--- src/rtl/hazard_pkg.sv ---
// ============================================================================
// Module : hazard_pkg
// Brief  : Shared types and constants for the pipeline hazard controller.
// Rev    : 1.0  initial release
// ============================================================================
`default_nettype none

package hazard_pkg;

  typedef enum logic [1:0] {
    FWD_NONE = 2'b00,
    FWD_WB   = 2'b01,
    FWD_MEM  = 2'b10
  } fwd_t;

  typedef enum logic [1:0] {
    WB_ALU = 2'd0,
    WB_MEM = 2'd1,
    WB_PC4 = 2'd2,
    WB_IMM = 2'd3
  } wb_sel_t;

  localparam int MDU_LAT_MAX = 15;
  localparam int MDU_CNT_W   = $clog2(MDU_LAT_MAX + 1);

  // The M stage holds the younger result, so it wins over W.
  function automatic fwd_t fwd_sel(input logic hit_m, input logic hit_w);
    if (hit_m) return FWD_MEM;
    if (hit_w) return FWD_WB;
    return FWD_NONE;
  endfunction

endpackage

`default_nettype wire

--- src/rtl/hazard_ctrl_if.sv ---
// ============================================================================
// Module : hazard_ctrl_if
// Brief  : Stage-tagged register addresses in, stall/flush/forward controls out.
// Rev    : 1.0  initial release
// ============================================================================
`default_nettype none

interface hazard_ctrl_if #(
  parameter int REG_ADDR_W = 5
) ();
  import hazard_pkg::*;

  logic [REG_ADDR_W-1:0] rs1_D, rs2_D, rd_D;
  logic                  reg_wr_D, mdu_op_D;
  logic [REG_ADDR_W-1:0] rs1_E, rs2_E, rd_E;
  wb_sel_t               sel_wb_E;
  logic                  mdu_start_E;
  logic                  br_en_E;
  logic [REG_ADDR_W-1:0] rd_M, rs2_M, rd_W;
  logic                  reg_wr_M, reg_wr_W;

  logic                  stallF, stallD, flushD, flushE;
  fwd_t                  forwardAE, forwardBE;
  logic                  forwardM;
  logic                  mdu_busy, mdu_wb_valid;
  logic [REG_ADDR_W-1:0] mdu_wb_rd;

  modport master (
    output rs1_D, rs2_D, rd_D, reg_wr_D, mdu_op_D,
    output rs1_E, rs2_E, rd_E, sel_wb_E, mdu_start_E, br_en_E,
    output rd_M, rs2_M, rd_W, reg_wr_M, reg_wr_W,
    input  stallF, stallD, flushD, flushE,
    input  forwardAE, forwardBE, forwardM,
    input  mdu_busy, mdu_wb_valid, mdu_wb_rd
  );

  modport slave (
    input  rs1_D, rs2_D, rd_D, reg_wr_D, mdu_op_D,
    input  rs1_E, rs2_E, rd_E, sel_wb_E, mdu_start_E, br_en_E,
    input  rd_M, rs2_M, rd_W, reg_wr_M, reg_wr_W,
    output stallF, stallD, flushD, flushE,
    output forwardAE, forwardBE, forwardM,
    output mdu_busy, mdu_wb_valid, mdu_wb_rd
  );

endinterface

`default_nettype wire

--- src/rtl/hazard_ctrl_mdu_scoreboard.sv ---
// ============================================================================
// Module : mdu_scoreboard
// Brief  : Pending-write bits and latency counter for the fixed-latency MDU.
// Rev    : 1.0  initial release
// ============================================================================
`default_nettype none

module mdu_scoreboard import hazard_pkg::*; #(
  parameter int REG_ADDR_W = 5,
  parameter int MDU_LAT    = 4
) (
  input  logic                       clk,
  input  logic                       rst,
  input  logic                       start_i,
  input  logic [REG_ADDR_W-1:0]      rd_i,
  output logic [2**REG_ADDR_W-1:0]   pend_o,
  output logic                       busy_o,
  output logic                       valid_o,
  output logic [REG_ADDR_W-1:0]      wb_rd_o
);

  localparam int NREG = 2**REG_ADDR_W;

  logic [NREG-1:0]       pend_q, pend_d;
  logic [MDU_CNT_W-1:0]  cnt_q, cnt_d;
  logic [REG_ADDR_W-1:0] wb_rd_q, wb_rd_d;
  logic                  busy, last, issue;

  assign busy  = (cnt_q != '0);
  assign last  = (cnt_q == MDU_CNT_W'(1));
  // A start while busy is the structurally stalled op; it is not accepted.
  assign issue = start_i && !busy;

  always_comb begin
    pend_d  = pend_q;
    cnt_d   = cnt_q;
    wb_rd_d = wb_rd_q;
    if (last) pend_d[wb_rd_q] = 1'b0;
    if (busy) cnt_d = cnt_q - MDU_CNT_W'(1);
    if (issue) begin
      cnt_d   = MDU_CNT_W'(MDU_LAT);
      wb_rd_d = rd_i;
      if (rd_i != '0) pend_d[rd_i] = 1'b1;
    end
  end

  always_ff @(posedge clk or posedge rst) begin
    if (rst) begin
      pend_q  <= '0;
      cnt_q   <= '0;
      wb_rd_q <= '0;
    end else begin
      pend_q  <= pend_d;
      cnt_q   <= cnt_d;
      wb_rd_q <= wb_rd_d;
    end
  end

  assign pend_o  = pend_q;
  assign busy_o  = busy;
  assign valid_o = last;
  assign wb_rd_o = wb_rd_q;

endmodule

`default_nettype wire

--- src/rtl/hazard_ctrl.sv ---
// ============================================================================
// Module : hazard_ctrl
// Brief  : 5-stage pipeline hazard unit with MDU scoreboard; optional
//          performance counters when HAZARD_PERF_CNT_EN is defined.
// Rev    : 1.0  initial release
// ============================================================================
`default_nettype none

module hazard_ctrl import hazard_pkg::*; #(
  parameter int REG_ADDR_W = 5,
  parameter int MDU_LAT    = 4,
  parameter int PERF_W     = 32
) (
  input  logic              clk,
  input  logic              rst,
`ifdef HAZARD_PERF_CNT_EN
  output logic [PERF_W-1:0] stall_cnt,
  output logic [PERF_W-1:0] flush_cnt,
  output logic [PERF_W-1:0] mdu_stall_cnt,
`endif
  hazard_ctrl_if.slave      hz
);

  if (MDU_LAT < 2 || MDU_LAT > MDU_LAT_MAX || PERF_W < 1) begin : g_bad_params
    $error("hazard_ctrl: MDU_LAT must be 2..15 and PERF_W positive");
  end

  logic [2**REG_ADDR_W-1:0] pend;
  logic                     mdu_busy;
  logic                     load_use, mdu_issue_haz, mdu_stall, stall, stall_fd;

  mdu_scoreboard #(
    .REG_ADDR_W (REG_ADDR_W),
    .MDU_LAT    (MDU_LAT)
  ) u_sb (
    .clk     (clk),
    .rst     (rst),
    .start_i (hz.mdu_start_E),
    .rd_i    (hz.rd_E),
    .pend_o  (pend),
    .busy_o  (mdu_busy),
    .valid_o (hz.mdu_wb_valid),
    .wb_rd_o (hz.mdu_wb_rd)
  );

  assign hz.mdu_busy = mdu_busy;

  assign hz.forwardAE = fwd_sel(hz.reg_wr_M && hz.rd_M == hz.rs1_E && hz.rs1_E != '0,
                                hz.reg_wr_W && hz.rd_W == hz.rs1_E && hz.rs1_E != '0);
  assign hz.forwardBE = fwd_sel(hz.reg_wr_M && hz.rd_M == hz.rs2_E && hz.rs2_E != '0,
                                hz.reg_wr_W && hz.rd_W == hz.rs2_E && hz.rs2_E != '0);
  assign hz.forwardM  = hz.reg_wr_W && hz.rd_W == hz.rs2_M && hz.rs2_M != '0;

  assign load_use = hz.sel_wb_E == WB_MEM && hz.rd_E != '0 &&
                    (hz.rd_E == hz.rs1_D || hz.rd_E == hz.rs2_D);

  // The op in E has not set its pending bit yet, so catch it directly.
  assign mdu_issue_haz = hz.mdu_start_E && hz.rd_E != '0 &&
                         (hz.rd_E == hz.rs1_D || hz.rd_E == hz.rs2_D);

  assign mdu_stall = (pend[hz.rs1_D] && hz.rs1_D != '0) ||
                     (pend[hz.rs2_D] && hz.rs2_D != '0) ||
                     (hz.reg_wr_D && pend[hz.rd_D]) ||
                     (hz.mdu_op_D && mdu_busy);

  assign stall    = load_use || mdu_issue_haz || mdu_stall;
  assign stall_fd = stall && !hz.br_en_E;

  assign hz.stallF = stall_fd;
  assign hz.stallD = stall_fd;
  assign hz.flushE = stall || hz.br_en_E;
  assign hz.flushD = hz.br_en_E;

`ifdef HAZARD_PERF_CNT_EN
  logic [PERF_W-1:0] stall_cnt_q, stall_cnt_d;
  logic [PERF_W-1:0] flush_cnt_q, flush_cnt_d;
  logic [PERF_W-1:0] mdu_cnt_q, mdu_cnt_d;
  logic              mdu_only;

  assign mdu_only = stall_fd && mdu_stall && !load_use && !mdu_issue_haz;

  always_comb begin
    stall_cnt_d = stall_cnt_q;
    flush_cnt_d = flush_cnt_q;
    mdu_cnt_d   = mdu_cnt_q;
    if (stall_fd && stall_cnt_q != '1)   stall_cnt_d = stall_cnt_q + PERF_W'(1);
    if (hz.br_en_E && flush_cnt_q != '1) flush_cnt_d = flush_cnt_q + PERF_W'(1);
    if (mdu_only && mdu_cnt_q != '1)     mdu_cnt_d   = mdu_cnt_q + PERF_W'(1);
  end

  always_ff @(posedge clk or posedge rst) begin
    if (rst) begin
      stall_cnt_q <= '0;
      flush_cnt_q <= '0;
      mdu_cnt_q   <= '0;
    end else begin
      stall_cnt_q <= stall_cnt_d;
      flush_cnt_q <= flush_cnt_d;
      mdu_cnt_q   <= mdu_cnt_d;
    end
  end

  assign stall_cnt     = stall_cnt_q;
  assign flush_cnt     = flush_cnt_q;
  assign mdu_stall_cnt = mdu_cnt_q;
`endif

endmodule

`default_nettype wire

--- src/flat_wrapper.sv ---
// flat-port wrapper written by rule: the top's interface ports become plain ports
module hazard_ctrl_flat import hazard_pkg::*;
#(
  parameter int REG_ADDR_W = 5,
  parameter int MDU_LAT    = 4,
  parameter int PERF_W     = 32
)
  (clk, rst, hz_rs1_D, hz_rs2_D, hz_rd_D, hz_reg_wr_D, hz_mdu_op_D, hz_rs1_E, hz_rs2_E, hz_rd_E, hz_sel_wb_E, hz_mdu_start_E, hz_br_en_E, hz_rd_M, hz_rs2_M, hz_rd_W, hz_reg_wr_M, hz_reg_wr_W, hz_stallF, hz_stallD, hz_flushD, hz_flushE, hz_forwardAE, hz_forwardBE, hz_forwardM, hz_mdu_busy, hz_mdu_wb_valid, hz_mdu_wb_rd);
  hazard_ctrl_if #(.REG_ADDR_W(REG_ADDR_W)) hz_i ();
  input  logic clk;
  input  logic rst;
  input wire logic [$bits(hz_i.rs1_D)-1:0] hz_rs1_D;
  input wire logic [$bits(hz_i.rs2_D)-1:0] hz_rs2_D;
  input wire logic [$bits(hz_i.rd_D)-1:0] hz_rd_D;
  input wire logic [$bits(hz_i.reg_wr_D)-1:0] hz_reg_wr_D;
  input wire logic [$bits(hz_i.mdu_op_D)-1:0] hz_mdu_op_D;
  input wire logic [$bits(hz_i.rs1_E)-1:0] hz_rs1_E;
  input wire logic [$bits(hz_i.rs2_E)-1:0] hz_rs2_E;
  input wire logic [$bits(hz_i.rd_E)-1:0] hz_rd_E;
  input wire logic [$bits(hz_i.sel_wb_E)-1:0] hz_sel_wb_E;
  input wire logic [$bits(hz_i.mdu_start_E)-1:0] hz_mdu_start_E;
  input wire logic [$bits(hz_i.br_en_E)-1:0] hz_br_en_E;
  input wire logic [$bits(hz_i.rd_M)-1:0] hz_rd_M;
  input wire logic [$bits(hz_i.rs2_M)-1:0] hz_rs2_M;
  input wire logic [$bits(hz_i.rd_W)-1:0] hz_rd_W;
  input wire logic [$bits(hz_i.reg_wr_M)-1:0] hz_reg_wr_M;
  input wire logic [$bits(hz_i.reg_wr_W)-1:0] hz_reg_wr_W;
  output wire logic [$bits(hz_i.stallF)-1:0] hz_stallF;
  output wire logic [$bits(hz_i.stallD)-1:0] hz_stallD;
  output wire logic [$bits(hz_i.flushD)-1:0] hz_flushD;
  output wire logic [$bits(hz_i.flushE)-1:0] hz_flushE;
  output wire logic [$bits(hz_i.forwardAE)-1:0] hz_forwardAE;
  output wire logic [$bits(hz_i.forwardBE)-1:0] hz_forwardBE;
  output wire logic [$bits(hz_i.forwardM)-1:0] hz_forwardM;
  output wire logic [$bits(hz_i.mdu_busy)-1:0] hz_mdu_busy;
  output wire logic [$bits(hz_i.mdu_wb_valid)-1:0] hz_mdu_wb_valid;
  output wire logic [$bits(hz_i.mdu_wb_rd)-1:0] hz_mdu_wb_rd;
  assign hz_i.rs1_D = hz_rs1_D;
  assign hz_i.rs2_D = hz_rs2_D;
  assign hz_i.rd_D = hz_rd_D;
  assign hz_i.reg_wr_D = hz_reg_wr_D;
  assign hz_i.mdu_op_D = hz_mdu_op_D;
  assign hz_i.rs1_E = hz_rs1_E;
  assign hz_i.rs2_E = hz_rs2_E;
  assign hz_i.rd_E = hz_rd_E;
  assign hz_i.sel_wb_E = hz_sel_wb_E;
  assign hz_i.mdu_start_E = hz_mdu_start_E;
  assign hz_i.br_en_E = hz_br_en_E;
  assign hz_i.rd_M = hz_rd_M;
  assign hz_i.rs2_M = hz_rs2_M;
  assign hz_i.rd_W = hz_rd_W;
  assign hz_i.reg_wr_M = hz_reg_wr_M;
  assign hz_i.reg_wr_W = hz_reg_wr_W;
  assign hz_stallF = hz_i.stallF;
  assign hz_stallD = hz_i.stallD;
  assign hz_flushD = hz_i.flushD;
  assign hz_flushE = hz_i.flushE;
  assign hz_forwardAE = hz_i.forwardAE;
  assign hz_forwardBE = hz_i.forwardBE;
  assign hz_forwardM = hz_i.forwardM;
  assign hz_mdu_busy = hz_i.mdu_busy;
  assign hz_mdu_wb_valid = hz_i.mdu_wb_valid;
  assign hz_mdu_wb_rd = hz_i.mdu_wb_rd;
  hazard_ctrl #(.REG_ADDR_W(REG_ADDR_W), .MDU_LAT(MDU_LAT), .PERF_W(PERF_W)) u_core (.clk(clk), .rst(rst), .hz(hz_i));
endmodule
--- config.mk ---
export PLATFORM = sky130hd
export DESIGN_NAME = hazard_ctrl_flat
export DESIGN_NICKNAME = d
export VERILOG_FILES = /design/src/rtl/hazard_pkg.sv /design/src/rtl/hazard_ctrl_if.sv /design/src/rtl/hazard_ctrl_mdu_scoreboard.sv /design/src/rtl/hazard_ctrl.sv /design/src/flat_wrapper.sv
export SDC_FILE = /design/constraint.sdc
export NUM_CORES = 1
export LEC_CHECK = 0
export ABC_AREA = 0
export CORE_MARGIN = 1.5
export CORE_UTILIZATION = 56
export DETAILED_ROUTE_END_ITERATION = 7
export PLACE_DENSITY = 0.94
export SETUP_SLACK_MARGIN = 0.05
export SYNTH_ARGS = -nofsm -noshare
export SYNTH_HDL_FRONTEND = slang
export SYNTH_HIERARCHICAL = 1
export SYNTH_SLANG_ARGS = --single-unit
--- constraint.sdc ---
create_clock -name clk -period 3.65 [get_ports clk]
set_clock_uncertainty 0.1 [all_clocks]
set_input_delay 0.365 -clock clk [delete_from_list [all_inputs] [get_ports clk]]
set_output_delay 0.365 -clock clk [all_outputs]
set_load 0.02 [all_outputs]
==> impl_metrics.tcl <==
set metrics [dict create \
    grt_pass1_wl_mm 16.26 \
    syn_avg_cell_area_um2 9.666 \
    cpMostUsedCell "clkdlybuf4s50_1" \
    crit_fanout 9 \
    fin_crit_sh_pct 95.84 \
    ys_seq_elements 41 \
    drt-total-wl_mm 10.35 \
    post_synth_inst_count 346 \
    synth_most_common_cell "o21ai_0" \
    vias 3268 \
    die_h_um 80.28 \
    dr_wl_met2_mm 5.111 \
    insertion_delay_ns 0.30 \
    drcViolationCount 0 \
    yosysTopAreaCellShare_pct 30.68 \
    relSlewSlack_pct 48.63 \
    cts_resized 0 \
    layout-drive-gt1-share_pct 11.76 \
    rsz0062_at_grt "no" \
    grt_max_degree 42 \
    drv_cap 0 \
    synth_ff_type "dfrtp_1" \
    n_fill_cell 396 \
    fmax_mhz 285.9 \
    final_util_pct 73.83 \
    yosys.area_share.simple_pct 19.19 \
    ctsHoldBuffers 0 \
    startpoint "hz_rs2_D[0]" \
    dr_wl_met3_um 928 \
    core_area_um2 5642 \
    pwr_density_cell_nw_per_um2 521.2 \
    grt_antenna_before_repair 0 \
    worst_setup_path_start_kind "primary input" \
    setup_viol 0 \
    ys.warnings.count 6 \
    yosysSeqAreaShare_pct 30.68 \
    synth-adder-area-share_pct 1.122 \
    critPathMaxStageDelay_ns 0.58 \
    wl_met1_mm 3.955 \
    cts_num_sinks 41 \
    layout_min_cycle_time_ns 3.498 \
    peakVddDrop_mv 0.5714 \
    tns_ns 0 \
    synth.mux.area_fraction_pct 16.87 \
    num_rows 27 \
    min_path_type "in2async" \
    cts_tree "done" \
    die-area_um2 6445 \
    grt_overflow 0 \
    crit_type "in2out" \
    async_reset_ff_share_pct 100.0 \
    cp.arrival_ns 3.03 \
    clk_path_buf_depth 2 \
    diodes 0 \
    first_global_vias 3321 \
    synth_top_cell_by_area "dfrtp_1" \
    clk_pin_slew_worst_paths_ns 0.07 \
    ys_top_cells_by_area "dfrtp_1 31%, mux4_2 7.4%, o21ai_0 6.3%" \
    leakagePower_nw 1.480 \
    gp_congestion 0.9422 \
    netlist_area_um2 3344 \
    first_pass_iters 8 \
    r2r-start "u_core/u_sb/cnt_q[1]$_DFFE_PP0P_" \
    grt_use_total_pct 33.12 \
    synthTopCellsByCount "42 x o21ai_0, 41 x dfrtp_1, 18 x xnor2_1, 17 x mux2i_1, 17 x xor2_1" \
    wl_per_cell_um 21.55 \
    viasPerCell 6.808 \
    synth_cell_type_count 61 \
    cts_max_level 2 \
    worst_hold_slack_ns 0.3862 \
    synth_edf_count 0 \
    cts-root-buf "clkbuf_8" \
    report.final.slew_viol_count 0 \
    critPathBufInv 3 \
    areaGrowthSynthToFinish_pct 24.54 \
    initial_utilization_pct 59.28 \
    ant_nets 0 \
    worstPathRequired_ns 3.18 \
    synth-compound-area-share_pct 17.70 \
    hpwl_mm 7.850 \
    tightestPinTransition_ns 0.7662 \
    postCtsSetupRepairBufs 0 \
    fin_nets 465 \
    synth_top_family_by_area "simple AND/OR/NAND/NOR gates" \
    cp_top_family "buffers and inverters" \
    crit_slowest_cell "clkdlybuf4s50_1" \
    die_w_um 80.28 \
    end_kind "output port" \
    hold_violations 0 \
    port_buffers 70 \
    status "complete, no violations" \
    crit_chain "clkdlybuf4s50_1 > buf_4 > mux4_2 > a32oi_1 > nand4_1 > nor4_2 > nor2_1 > clkdlybuf4s50_1" \
    cts_buffers 5 \
    dr.max_layer_used "met4" \
    synth_xor_area_share_pct 9.166 \
    synth_nets 404 \
    drt_iter0_markers 361 \
    io_pins 71 \
]
-- cells by family (layout without fill, tap and decap cells) --
logic type | after synthesis | in the layout
adder cells (fa/ha/maj) | 3 | 3
flip-flops | 41 | 41
AO/OA/AOI/OAI | 92 | 92
buffers and inverters | 34 | 96
XOR/XNOR | 35 | 35
AND/OR/NAND/NOR | 104 | 104
multiplexers | 37 | 37
-- layout by cell type (no fill, tap or decap), drive strengths merged, types with 2 or more instances in the layout --
cell type / count
dfrtp: 41
a311oi: 2
nand3b: 7
nor2: 15
nand4: 10
nor3: 5
mux2i: 17
nor4: 7
clkdlybuf4s50: 70
nand4b: 6
mux4: 14
inv: 8
nand3: 6
and3b: 2
ha: 3
or3b: 4
a31oi: 5
nand2b: 10
or4: 4
clkbuf: 7
xor2: 17
o31ai: 15
or4b: 2
or2: 3
buf: 10
o21ai: 47
o41ai: 4
o221ai: 2
and3: 2
a21oi: 6
xnor2: 18
nand2: 13
nor2b: 4
mux2: 6
-- registers in the layout, summed over array words and instances (netlist names) --
signal and flops:
u_core/u_sb/pend_o 32, u_core/u_sb/wb_rd_o 5, u_core/u_sb/cnt_q 4
-- metal layers --
layer	vias to the layer above	track usage (%)
li1	1444	-
met1	1562	40.77
met3	40	5.682
met5	-	0
met4	0	12.76
met2	222	57.56
-- through the flow --
stage	instance area, µm²	instances	worst slack (ns)	power (mW)
CTS	4165	480	0.1682	2.149
global placement	4064	472	0.2939	1.770
finish	4165	480	0.1517	2.171
floorplan	3344	346	1.005	1.453
detailed placement	4064	472	0.1755	1.819
global route	4165	480	0.07241	2.277
-- final cells by class --
class,count,area [µm²],share of cell area (%)
repair buffers,80,775.7,18.62
clock buffers,7,96.34,2.313
multi-input cells,271,2142,51.43
well taps,72,90.09,2.163
clock inverters,1,5.005,0.1202
inverters,8,30.03,0.7209
flip-flops and latches,41,1026,24.63
-- power by group --
| part | switching [mW] | internal, mW | total [mW] |
|---|---|---|---|
| Combinational | 0.447 | 0.469 | 0.915 |
| Clock | 0.153 | 0.171 | 0.323 |
| Sequential | 0.307 | 0.625 | 0.932 |
-- worst reg2reg max path, stage by stage, from the launching register on --
cell	delay, ns
dfrtp_1	0.39
inv_1	0.10
ha_1	0.19
nand4bb_1	0.63
o41ai_1	0.60
o21ai_0	0.19
-- worst paths after layout --
check	slack, ns	to	depth (start not counted)
worst min-delay path	0.39	u_core/u_sb/pend_o[3]$_DFF_PP0_	3
max in group asynchronous	2.71	u_core/u_sb/pend_o[12]$_DFF_PP0_	3
worst max-delay path	0.15	hz_stallF	8
worst min register to register	0.49	u_core/u_sb/cnt_q[1]$_DFFE_PP0P_	2
worst max register to register	1.31	u_core/u_sb/pend_o[17]$_DFF_PP0_	5
min in group clk	0.49	u_core/u_sb/cnt_q[1]$_DFFE_PP0P_	2
(Power assumes the default switching activity.)
